<file path="config.mk">
export PLATFORM = sky130hd
export DESIGN_NAME = other_mod_unit
export DESIGN_NICKNAME = d
export VERILOG_FILES = /design/src/rtl/other_mod_unit.sv
export SDC_FILE = /design/constraint.sdc
export NUM_CORES = 1
export LEC_CHECK = 0
export CAP_MARGIN = 20
export CELL_PAD_IN_SITES_DETAIL_PLACEMENT = 0
export CELL_PAD_IN_SITES_GLOBAL_PLACEMENT = 1
export CORE_MARGIN = 2
export CORE_UTILIZATION = 42
export CTS_BUF_LIST = sky130_fd_sc_hd__clkbuf_8
export DETAILED_ROUTE_END_ITERATION = 8
export PLACE_DENSITY = 0.8
export SYNTH_ARGS = -nofsm -noshare
export SYNTH_HDL_FRONTEND = slang
export SYNTH_SLANG_ARGS = --single-unit
</file>
<file path="constraint.sdc">
create_clock -name clk -period 1.9 [get_ports clk]
set_input_delay 0.475 -clock clk [delete_from_list [all_inputs] [get_ports clk]]
set_output_delay 0.475 -clock clk [all_outputs]
set_load 0.01 [all_outputs]
</file>
<file path="src/rtl/other_mod_unit.sv">
// Fixed-latency transform pipeline: out = (~in) ^ K, delivered a cycles after acceptance,
// with valid tracking and a saturating count of delivered words.
module other_mod_unit #(
  parameter int unsigned WIDTH = 32,
  parameter int unsigned a     = 3,
  parameter int unsigned b     = 2
) (
  input  logic             clk,
  input  logic             rst_n,
  input  logic             in_valid,
  input  logic [WIDTH-1:0] in,
  output logic             out_valid,
  output logic [WIDTH-1:0] out,
  output logic [15:0]      out_cnt
);

  localparam int unsigned CNT_W = 16;
  localparam logic [WIDTH-1:0] K_HALF = WIDTH'(WIDTH / 2);
  localparam logic [WIDTH-1:0] K      = K_HALF << b;

  if (WIDTH < 2 || a < 1 || a > 8 || b >= WIDTH) begin : g_bad_params
    $error("other_mod_unit: illegal parameters WIDTH=%0d a=%0d b=%0d", WIDTH, a, b);
  end

  logic [WIDTH-1:0] w_res;
  logic             w_tail_v;
  logic [WIDTH-1:0] w_tail_d;
  logic             r_out_valid;
  logic [WIDTH-1:0] r_out;
  logic [CNT_W-1:0] r_out_cnt;

  assign w_res = (~in) ^ K;

  // The output register is the last stage; earlier stages exist only when a > 1.
  if (a == 1) begin : g_lat1
    assign w_tail_v = in_valid;
    assign w_tail_d = w_res;
  end else begin : g_pipe
    logic [a-2:0]     r_v;
    logic [WIDTH-1:0] r_d [a-1];

    always_ff @(posedge clk or negedge rst_n) begin
      if (!rst_n) begin
        r_v <= '0;
        for (int i = 0; i < int'(a) - 1; i++) r_d[i] <= '0;
      end else begin
        r_v[0] <= in_valid;
        r_d[0] <= w_res;
        for (int i = 1; i < int'(a) - 1; i++) begin
          r_v[i] <= r_v[i-1];
          r_d[i] <= r_d[i-1];
        end
      end
    end

    assign w_tail_v = r_v[a-2];
    assign w_tail_d = r_d[a-2];
  end

  // out only loads on a valid word so it holds through bubbles.
  always_ff @(posedge clk or negedge rst_n) begin
    if (!rst_n) begin
      r_out_valid <= 1'b0;
      r_out       <= '0;
      r_out_cnt   <= '0;
    end else begin
      r_out_valid <= w_tail_v;
      if (w_tail_v) r_out <= w_tail_d;
      if (r_out_valid && (r_out_cnt != {CNT_W{1'b1}})) r_out_cnt <= r_out_cnt + CNT_W'(1);
    end
  end

  assign out_valid = r_out_valid;
  assign out       = r_out;
  assign out_cnt   = r_out_cnt;

endmodule

</file>
==> flow_summary_export.csv <==
group,metric,value,unit
sta,skew,0.00902,ns
power,max-vdd-ir-drop,0.551,mV
grt,grt-ovfl-total,0,
worst_setup_path,cp-start-kind,"flip-flop",
drt,wl_met3,385,µm
worst_setup_path,arrival,1.38,ns
sta,slew_headroom,68.9,%
placement,post-place-ws,0.0736,ns
logic_synthesis,syn_area,0.00375,mm²
drt,vias,2145,
worst_setup_path,cp_slowest_stage_delay,0.55,ns
drt,ant_nets,0,
logic_synthesis,ys_seq_elements,115,
cells_and_area,mostFrequentLayoutCells,"109 x dfrtp_1, 71 x clkdlybuf4s50_1, 33 x mux2_2, 32 x inv_1, 17 x clkbuf_8",
worst_setup_path,cp-end-kind,"primary output",
sta,grt_setup_unrepaired,"no",
worst_setup_path,worstRegToRegCells,5,
sta,drv_slew,0,
worst_setup_path,crit_chain,"clkdlybuf4s50_1",
drt,drc,0,
sta,max_freq,539,MHz
worst_hold_path,min_to,"w_tail_d[17]",
die,fp-row-count,34,
worst_setup_path,worstReg2RegEnd,"out_cnt[1]",
worst_setup_path,cp.depth,1,
grt,grt_first_pass_wirelength,10600,µm
worst_setup_path,cpMaxStageDelayCell,"clkdlybuf4s50_1",
cts,clkTransAtPathRegs,0.07,ns
worst_setup_path,path_class,"reg -> out",
drt,wl_met2,3030,µm
placement,port_buffers,83,
cts,numCtsBuffers,17,
power,p_per_area,1110,mW/mm²
logic_synthesis,synth_area_per_cell,15.8,µm²
die,dieHeight,98.5,µm
cells_and_area,final_common_cell,"dfrtp_1",
logic_synthesis,ys_seq_area_share,76.8,%
worst_hold_path,hold_depth,0,
logic_synthesis,yosysUniqueCellTypes,24,
die,start_util,43.2,%
status,outcome,"complete, no violations",
die,fp.coreArea,0.00868,mm²
cells_and_area,drive_above_1_share,24.2,%
placement,placed_cells,431,
drt,dr.first_iter.drc_count,75,
grt,grtUsageTotal,14.1,%
worst_setup_path,path_max_fanout,6,
drt,vias_per_cell,4.55,
die,io-pin-count,84,
sta,setup_viol,0,
cells_and_area,final_nets,387,
worst_setup_path,crit_buf_inv,1,
placement,hpwlAfterDp,4080,µm
logic_synthesis,yosys_warnings,0,
sta,hold_viol,0,
logic_synthesis,synth.net_count,274,
grt,grt_max_degree,62,
drt,drt-pass1-iter-count,6,
sta,finalCriticalPeriod,1.85,ns
drt,routedLengthMet1,2680,µm
worst_hold_path,worstHoldStart,"g_pipe.r_d[49]",
cts,cts_max_path_buffers,2,
cts,worstSkewPairLatency,0.41,ns
worst_setup_path,crit_required,1.42,ns
sta,setup_ws,0.0463,ns
worst_hold_path,min_path_type,"reg -> reg",
sta,holdWs,0.343,ns
power,leakage,0.00252,µW
worst_setup_path,crit_family,"buffers and inverters",
sta,tightest_slew,0.461,ns
worst_setup_path,r2r_setup_slack,0.10,ns
cells_and_area,antennaDiodeCount,0,
cts,cts.sinks,115,
job,drv_cap,0,
logic_synthesis,synthCells,238,
drt,routed.top_layer,"met4",
drt,wl_per_cell,13.1,µm
worst_setup_path,timing.rr.start,"out_cnt[1]",
cells_and_area,finalNonFillerCells,471,
cts,htree_num_levels,4,
grt,antenna_found_initial,0,
cts,cts_tree,"yes",
die,die_area,0.00970,mm²
drt,routed_wl,6170,µm
cells_and_area,utilization,60.6,%
die,die_x,98.5,µm
cts,root_buffer,"clkbuf_8",
sta,finalCritPeriodShare,97.6,%
cells_and_area,area_growth,40.4,%
grt,first_global_vias,2253,
placement,place_congestion,0.772,
sta,fin_tns_setup,0,ns
==> cell families after synthesis <==
family	synth area share (%)
compound gates	0.768
xor+xnor	3.04
mux	10.2
fa+ha+maj	0.334
flops	76.8
simple gates	5.27
buf+inv	3.60
==> per-layer routing <==
metal / up-vias / track usage, %
met1: 1069 / 17.4
met5: - / 0
met4: 0 / 5.69
met2: 67 / 22.1
met3: 8 / 6.10
li1: 1001 / -
==> metrics by stage <==
step / total power (µW) / instance area [µm²]
2_1_floorplan: 3120 / 3750
3_3_place_gp: 3590 / 4780
3_5_place_dp: 3620 / 4780
4_1_cts: 5900 / 5210
5_1_grt: 6140 / 5260
6_report: 5850 / 5260
==> registers in the layout (all words and copies together), names as in the netlist <==
register,count
out_valid,1
out,32
g_pipe.r_d,32
g_pipe.r_v,2
out_cnt,16
w_tail_d,32
==> Yosys cell counts, drive strengths merged <==
library cell | count | area, µm²
a31oi | 1 | 6.26
mux2 | 34 | 383
ha | 1 | 12.5
xor2 | 8 | 70.1
nor3 | 4 | 20.0
clkbuf | 2 | 7.51
a311oi | 1 | 8.76
nor2 | 5 | 18.8
nand2 | 8 | 30.0
inv | 31 | 116
nor4 | 1 | 6.26
dfrtp | 115 | 2880
and4b | 1 | 10.0
a21oi | 1 | 5.00
xnor2 | 5 | 43.8
nand4 | 7 | 50.1
o311ai | 1 | 8.76
buf | 3 | 11.3
and4 | 2 | 17.5
nand3 | 3 | 15.0
or4 | 1 | 11.3
and3 | 3 | 18.8
==> layout make-up <==
type | instances | area (µm²)
inverter | 31 | 116
multi-input combinational | 87 | 738
timing repair buffer | 99 | 990
clock inverter | 14 | 164
fill | 692 | 3420
tap | 108 | 135
sequential | 115 | 2890
clock buffer | 17 | 234
==> worst reg2reg max path, cell delays in order (launching register included) <==
cell     delay, ns
dfrtp_1       0.40
ha_2          0.24
nand4_1       0.11
or4_4         0.47
nand2_1       0.15
mux2_1        0.33
==> report_power, final <==
group	internal (µW)	switching [µW]
combinational	475	322
clock	1290	955
sequential	2670	141
total	4430	1420
==> what timing repair did <==
action / in CTS / in global routing
resized for setup: 11 / 6
hold buffers: 1 / 0
gates cloned: 0 / 0
hold endpoints to repair: 11 / 0
setup endpoints to repair: 13 / 8
buffers inserted: 3 / 5
==> worst max path at each step <==
| stage | start | to | slack [ns] |
|---|---|---|---|
| 6_report | out_cnt[3] | out_cnt[3] | 0.05 |
| 5_1_grt | out_cnt[3] | out_cnt[3] | 0.006 |
| 4_1_cts | out_cnt[11] | out_cnt[11] | 0.006 |
| 3_5_place_dp | out_cnt[11] | out_cnt[1] | 0.07 |
| 3_3_place_gp | out_cnt[11] | out_cnt[1] | 0.13 |
| 2_1_floorplan | out_cnt[8] | out_cnt[1] | 0.14 |
Note: power is estimated with default switching activity, not from simulation.
